File: config.mk
export PLATFORM = sky130hd
export DESIGN_NAME = flipdot_scan_ctrl
export DESIGN_NICKNAME = d
export VERILOG_FILES = /design/src/rtl/flipdot_scan_ctrl.sv
export SDC_FILE = /design/constraint.sdc
export NUM_CORES = 1
export LEC_CHECK = 0
export BUFFER_PORTS_ARGS = -buffer_cell sky130_fd_sc_hd__buf_2
export CAP_MARGIN = 20
export CELL_PAD_IN_SITES_DETAIL_PLACEMENT = 0
export CELL_PAD_IN_SITES_GLOBAL_PLACEMENT = 1
export CORE_AREA = 2 2 66 68
export CTS_CLUSTER_SIZE = 8
export DETAILED_ROUTE_END_ITERATION = 6
export DIE_AREA = 0 0 68 70
export GPL_TIMING_DRIVEN = 0
export HOLD_SLACK_MARGIN = 0.05
export PLACE_DENSITY = 0.86
export SLEW_MARGIN = 20
export SYNTH_ARGS = -nofsm -noshare
export SYNTH_HDL_FRONTEND = slang
export SYNTH_SLANG_ARGS = --single-unit
File: constraint.sdc
create_clock -name clk -period 3.4 [get_ports clk]
set_input_delay 0.51 -clock clk [delete_from_list [all_inputs] [get_ports clk]]
set_output_delay 0.51 -clock clk [all_outputs]
set_load 0.02 [all_outputs]
File: src/rtl/flipdot_scan_ctrl.sv
// Flipdot frame scanner: walks each dot row-major, fetches its pixel and fires
// a timed coil pulse of matching polarity, followed by a timed settle gap.
module flipdot_scan_ctrl #(
    parameter int COLS      = 28,
    parameter int ROWS      = 14,
    parameter int CW        = 5,
    parameter int RW        = 4,
    parameter int TW        = 16,
    parameter int PULSE_CYC = 1000,
    parameter int GAP_CYC   = 200
) (
    input  logic          clk,
    input  logic          reset_n,
    input  logic          tick,
    input  logic          start,
    input  logic          abort,
    output logic          rd_en,
    output logic [RW-1:0] rd_row,
    output logic [CW-1:0] rd_col,
    input  logic          rd_data,
    output logic          drv_set,
    output logic          drv_clr,
    output logic          busy,
    output logic          frame_done
);

    typedef enum logic [2:0] {S_IDLE, S_FETCH, S_LATCH, S_PULSE, S_GAP} state_t;

    localparam logic [TW-1:0] PULSE_LAST = TW'(PULSE_CYC - 1);
    localparam logic [TW-1:0] GAP_LAST   = TW'(GAP_CYC - 1);
    localparam logic [RW-1:0] ROW_LAST   = RW'(ROWS - 1);
    localparam logic [CW-1:0] COL_LAST   = CW'(COLS - 1);

    state_t          state_q, state_d;
    logic [RW-1:0]   row_q, row_d;
    logic [CW-1:0]   col_q, col_d;
    logic [TW-1:0]   timer_q, timer_d;
    logic            pix_q, pix_d;
    logic            rd_en_q, rd_en_d;
    logic            drv_set_q, drv_set_d;
    logic            drv_clr_q, drv_clr_d;
    logic            busy_q, busy_d;
    logic            frame_done_q, frame_done_d;

    always_comb begin
        state_d      = state_q;
        row_d        = row_q;
        col_d        = col_q;
        timer_d      = timer_q;
        pix_d        = pix_q;
        frame_done_d = 1'b0;

        case (state_q)
            S_IDLE: begin
                if (start && !abort) begin
                    row_d   = '0;
                    col_d   = '0;
                    state_d = S_FETCH;
                end
            end
            S_FETCH: state_d = S_LATCH;
            S_LATCH: begin
                pix_d   = rd_data;
                timer_d = '0;
                state_d = S_PULSE;
            end
            S_PULSE: begin
                if (tick) begin
                    if (timer_q == PULSE_LAST) begin
                        timer_d = '0;
                        state_d = S_GAP;
                    end else begin
                        timer_d = timer_q + TW'(1);
                    end
                end
            end
            S_GAP: begin
                if (tick) begin
                    if (timer_q == GAP_LAST) begin
                        timer_d = '0;
                        if (row_q == ROW_LAST && col_q == COL_LAST) begin
                            state_d      = S_IDLE;
                            frame_done_d = 1'b1;
                        end else begin
                            state_d = S_FETCH;
                            if (col_q == COL_LAST) begin
                                col_d = '0;
                                row_d = row_q + RW'(1);
                            end else begin
                                col_d = col_q + CW'(1);
                            end
                        end
                    end else begin
                        timer_d = timer_q + TW'(1);
                    end
                end
            end
            default: state_d = S_IDLE;
        endcase

        // abort overrides whatever the state logic decided, including a frame end
        if (abort && state_q != S_IDLE) begin
            state_d      = S_IDLE;
            row_d        = row_q;
            col_d        = col_q;
            timer_d      = '0;
            frame_done_d = 1'b0;
        end

        // outputs are registered from the next state so they line up with it
        rd_en_d   = (state_d == S_FETCH);
        busy_d    = (state_d != S_IDLE);
        drv_set_d = (state_d == S_PULSE) &&  pix_d;
        drv_clr_d = (state_d == S_PULSE) && !pix_d;
    end

    always_ff @(posedge clk or negedge reset_n) begin
        if (!reset_n) begin
            state_q      <= S_IDLE;
            row_q        <= '0;
            col_q        <= '0;
            timer_q      <= '0;
            pix_q        <= 1'b0;
            rd_en_q      <= 1'b0;
            drv_set_q    <= 1'b0;
            drv_clr_q    <= 1'b0;
            busy_q       <= 1'b0;
            frame_done_q <= 1'b0;
        end else begin
            state_q      <= state_d;
            row_q        <= row_d;
            col_q        <= col_d;
            timer_q      <= timer_d;
            pix_q        <= pix_d;
            rd_en_q      <= rd_en_d;
            drv_set_q    <= drv_set_d;
            drv_clr_q    <= drv_clr_d;
            busy_q       <= busy_d;
            frame_done_q <= frame_done_d;
        end
    end

    assign rd_en      = rd_en_q;
    assign rd_row     = row_q;
    assign rd_col     = col_q;
    assign drv_set    = drv_set_q;
    assign drv_clr    = drv_clr_q;
    assign busy       = busy_q;
    assign frame_done = frame_done_q;

endmodule

### Yosys cells after proc, flatten, opt, wreduce, memory -nomap -nowiden

Index checks and enable logic that the tools add are counted.

| word-level totals | value |
|---|---|
| memory bits (read-only) | 0 |
| word-level logic and storage cells | 78 |
| memories | 0 |
| bits in registers | 34 |
| bits of input ports | 6 |
| output and inout port bits | 14 |
| bits in writable memories | 0 |
| latch bits | 0 |

| operators by class | value |
|---|---|
| shift operators | 0 |
| reduce and logical (&&, ||, !) cells | 15 |
| add/sub/neg operators | 3 |
| mux-type cells | 32 |
| divide/modulo/power cells | 0 |
| eq/ne operators | 17 |
| bitwise gates (word level) | 1 |
| $mul | 0 |
| $lt $le $gt $ge | 0 |

Operators by type and width:

| operator | number |
|---|---|
| 16-bit two-way mux | 5 |
| 16-bit one-hot mux with 3 select lines | 1 |
| 5-bit two-way mux | 5 |
| 4-bit two-way mux | 5 |
| 3-bit two-way mux | 6 |
| 16-bit by 1-bit adder with 16-bit output, second input constant | 1 |
| 16-bit by 10-bit equality test with 1-bit output, second input constant | 1 |
| 16-bit by 8-bit equality test with 1-bit output, second input constant | 1 |
| 3-bit one-hot mux with 5 select lines | 1 |
| 2-bit != test, second input constant | 5 |
| 5-bit one-hot mux with 2 select lines | 1 |
| 3-bit by 2-bit equality test with 1-bit output, second input constant | 3 |
| 4-bit one-hot mux with 2 select lines | 1 |
| 1-bit two-way mux | 7 |
| 7-bit AND reduction | 1 |
| 3-bit by 1-bit equality test with 1-bit output, second input constant | 2 |
| 3-bit != test, second input constant | 2 |
| 6-bit AND reduction | 1 |
| 3-bit nonzero test | 2 |
| 5-bit by 1-bit adder with 5-bit output, second input constant | 1 |
| 5-bit equality test, second input constant | 1 |
| 1-bit logical AND | 5 |
| 4-bit by 1-bit adder with 4-bit output, second input constant | 1 |
| 4-bit equality test, second input constant | 1 |
| other kinds (7) | 8 |

### Longest topological paths before layout

| depth | value |
|---|---|
| word-level depth | 9 |
| depth in mapped cells | 9 |
| depth with buffers taken out | 8 |

### Worst setup path before layout

OpenSTA, ideal clock, no wires.

| timing | value |
|---|---|
| path kind | reg-to-reg |
| start point | register timer_q[4] |
| end point | register row_q[0] (netlist: rd_row[0]) |
| clock period less this slack | 2.286 ns |
| data required time | 3.290 ns |
| arrival | 2.176 ns |
| slack | 1.114 ns |
| buffers on the path | 1 |
| library setup time | 0.110 ns |
| cell stages (with the launch flop) | 8 |
| cell sequence | dfrtp_1 -> or4_4 -> or4_1 -> and2_4 -> o311ai_4 -> buf_6 -> o21ai_0 -> o41ai_1 |

| between the ends | value |
|---|---|
| word-level cells in the longest chain between the ends | 3 |

RTL lines:

| what | RTL line | source |
|---|---|---|
| from (decl) | 37 | `logic [TW-1:0] timer_q, timer_d;` |
| from (signal assigned) | 133 | `timer_q <= timer_d;` |
| 16-bit by 8-bit equality test with 1-bit output | 79 | `if (timer_q == GAP_LAST) begin` |
| 2-bit != test (no source line) | n/a |  |
| 7-bit AND reduction (no source line) | n/a |  |
| to (signal assigned) | 131 | `row_q <= row_d;` |
| to (decl) | 35 | `logic [RW-1:0] row_q, row_d;` |

No other way between the ends.
A chain may end at the register's enable or synchronous reset.

### Final worst setup path

| timing | value |
|---|---|
| start point | register state_q[0] |
| end point | register timer_q[2] |

| between the ends | value |
|---|---|
| word-level cells in the longest chain between the ends | 4 |
| elaborated cells on any way between the ends | 11 |
| classes of those cells | eq/ne: 5; mux: 2; reduce/logical: 4 |

RTL lines:

| what | RTL line | source |
|---|---|---|
| from (decl) | 34 | `state_t state_q, state_d;` |
| from (signal assigned) | 130 | `state_q <= state_d;` |
| 3-bit nonzero test | 102 | `if (abort && state_q != S_IDLE) begin` |
| 1-bit logical AND | 102 |  |
| 3-bit != test (no source line) / 4-bit nonzero test (equally long branches) | n/a |  |
| 3-bit AND reduction (no source line) | n/a |  |

Several ways; a longest one is shown, not always the timed one.

==> impl_metrics.csv <==
group,metric,value,unit
outcome,status,"finished clean",
worst_setup_path,cp.arrival,2.83,ns
finish,area_growth,13.5,%
route,via_per_inst,5.63,
place,post_dp_cell_area,2050,um^2
route,vias,1559,
synthesis,synth_area_leaders,"dfrtp_1 (45%), xnor2_1 (4.6%), nor2_1 (4.4%)",
clock_tree,cts_tree,"yes",
pwr,ir_drop,0.220,mV
die,die-width,68,um
synthesis,yosysTopAreaCell,"dfrtp_1",
finish,nNetsFinal,234,
clock_tree,cts_max_level,2,
synthesis,synth_area,1890,um^2
clock_tree,clock-root-buffer,"clkbuf_8",
pwr,power_density,520,nW/um^2
clock_tree,cts_sinks,34,
synthesis,ys.flop_type,"dfrtp_1",
sta,hold_viol_final,0,
clock_tree,hold_buffers,0,
clock_tree,cts_made_buffers,5,
finish,final_core_util,0.519,
global_route,grt_pass1_wl,6530,um
sta,relSlewSlack,0.485,
synthesis,seq_area_frac_synth,0.449,
worst_setup_path,reg2reg_slack,0.80,ns
die,initial_utilization,0.457,
worst_setup_path,cp-start-kind,"register",
finish,finalInstanceArea,2150,um^2
synthesis,ys_seq_elements,34,
job,maxCapViolations,0,
synthesis,synth_edf_count,0,
synthesis,syn-num-nets,208,
finish,drive_above_1_share,0.164,
place,hpwl,2720,um
global_route,grt_pass1_vias,1452,
place,place_congestion,0.759,
sta,period_share,0.765,
global_route,grt_antenna_before_repair,0,
worst_setup_path,crit_type,"reg2reg",
sta,drv_slew,0,
synthesis,synth_common_cells,"dfrtp_1 (34), nor2_1 (22), nand2_1 (20)",
sta,fin_worst_skew,0.0106,ns
clock_tree,cts_resized,0,
route,drc,0,
sta,finalSetupViolCount,0,
min_path,worstHoldPathType,"in2async",
worst_setup_path,worst-path-max-fanout,9,
clock_tree,clkTransAtPathRegs,0.08,ns
die,dieArea,4760,um^2
synthesis,ys_warn_count,0,
global_route,grt_max_degree,35,
synthesis,synth_most_common_cell,"dfrtp_1",
worst_setup_path,end_kind,"register",
die,pin_count,20,
route,wl_per_cell,14.1,um
clock_tree,post_cts_buffers,0,
die,num_rows,24,
sta,holdWs,0.287,ns
place,io_buffer_count,19,
die,core_area,4140,um^2
clock_tree,insertion_delay,0.29,ns
worst_setup_path,required,3.63,ns
finish,fillers,422,
synthesis,syn_inst,198,
pwr,power.static_leakage,0.918,nW
synthesis,synth_top_area_share,0.449,
global_route,grt_overflow,0,
sta,tns,0,ns
route,ant_nets,0,
sta,max_freq,0.384,GHz
synthesis,syn_avg_cell_area,9.57,um^2
clock_tree,clock_path_buffers,2,
route,drt_wl_total,3890,um
synthesis,async_flop_share,1.00,
sta,fin_crit,2.60,ns
route,firstDrtPassIters,4,
synthesis,yosysUniqueCellTypes,49,
global_route,grt_use_total,0.179,
sta,rsz0062_at_grt,"no",
route,dr.first_iter.drc_count,76,
sta,tightest_slew,0.773,ns
finish,antenna_cells,0,
die,die_h,70,um
[kinds of logic (layout without fill, tap and decap cells)]
| group | after synthesis | count (layout) | share of synthesized area |
|---|---|---|---|
| mux | 1 | 1 | 0.00594 |
| buf+inv | 10 | 37 | 0.0238 |
| compound gates | 42 | 42 | 0.161 |
| simple gates | 97 | 97 | 0.287 |
| fa+ha+maj | 4 | 4 | 0.0264 |
| flops | 34 | 34 | 0.449 |
| xor+xnor | 10 | 10 | 0.0462 |
[flip-flops by register name (all words and copies together) (netlist names)]
name        flops
frame_done      1
busy            1
pix_q           1
rd_row          4
drv_set         1
timer_q        16
rd_col          5
state_q         3
rd_en           1
drv_clr         1
[worst paths after layout]
path	startpoint	end	cells past startpoint
worst max-delay path	state_q[0]$_DFF_PN0_	timer_q[2]$_DFFE_PN0P_	7
worst min-delay path	reset_n	rd_row[2]$_DFFE_PN0P_	1
worst max register to register	state_q[0]$_DFF_PN0_	timer_q[2]$_DFFE_PN0P_	7
worst min register to register	rd_col[0]$_DFFE_PN0P_	rd_col[0]$_DFFE_PN0P_	1
max in group asynchronous	reset_n	timer_q[5]$_DFFE_PN0P_	1
min in group clk	rd_data	pix_q$_DFF_PN0_	2
[cell usage in the layout (no fill, tap or decap), types with 5 or more instances in the layout]
master,Yosys,layout
nor2_1,22,22
xnor2_1,10,10
dfrtp_1,34,34
nand2_1,20,20
nand3_1,7,7
nor4_1,5,5
a21oi_1,6,6
nor2b_1,5,5
clkbuf_8,0,6
clkbuf_1,5,5
o31ai_1,5,5
nor3_1,7,7
buf_2,0,19
o21ai_0,9,9
[worst max-delay path, cell delays in order, from the launching register on]
cell and delay [ns]:
dfrtp_1 0.36, clkbuf_1 0.19, nor3b_1 0.61, o41ai_1 0.18
a31oi_1 0.59, nand2b_1 0.24, nor3b_1 0.24, a221o_1 0.13
[layout make-up]
class / count / area [um^2] / area share
buffer: 6 / 30.0 / 0.0140
clock buffer: 6 / 82.6 / 0.0384
clock inverter: 2 / 12.5 / 0.00582
inverter: 4 / 15.0 / 0.00698
multi-input combinational: 154 / 998 / 0.464
sequential: 34 / 851 / 0.396
tap: 52 / 65.1 / 0.0303
timing repair buffer: 19 / 95.1 / 0.0442
[routing by layer]
metal	track usage	routed length, um	share of wire	vias to the layer above
li1	-	-	-	790
met1	0.246	1920	0.49	746
met2	0.277	1810	0.46	19
met3	0.0435	115	0.030	4
met4	0.0533	43	0.011	0
met5	0	0	0	-
[where the power goes]
group	total (mW)	internal (mW)	switching [mW]	leakage (nW)
sequential	0.466	0.443	0.0225	0.465
clock	0.322	0.163	0.159	0.0472
combinational	0.329	0.115	0.214	0.406
[metrics by stage]
stage	power, mW	instances	setup slack (ns)
global route	1.19	277	0.507
finish	1.12	277	0.798
detailed placement	0.808	269	0.778
global placement	0.804	269	0.765
floorplan	0.719	198	1.11
CTS	1.13	277	0.781
(Power assumes the default switching activity.)
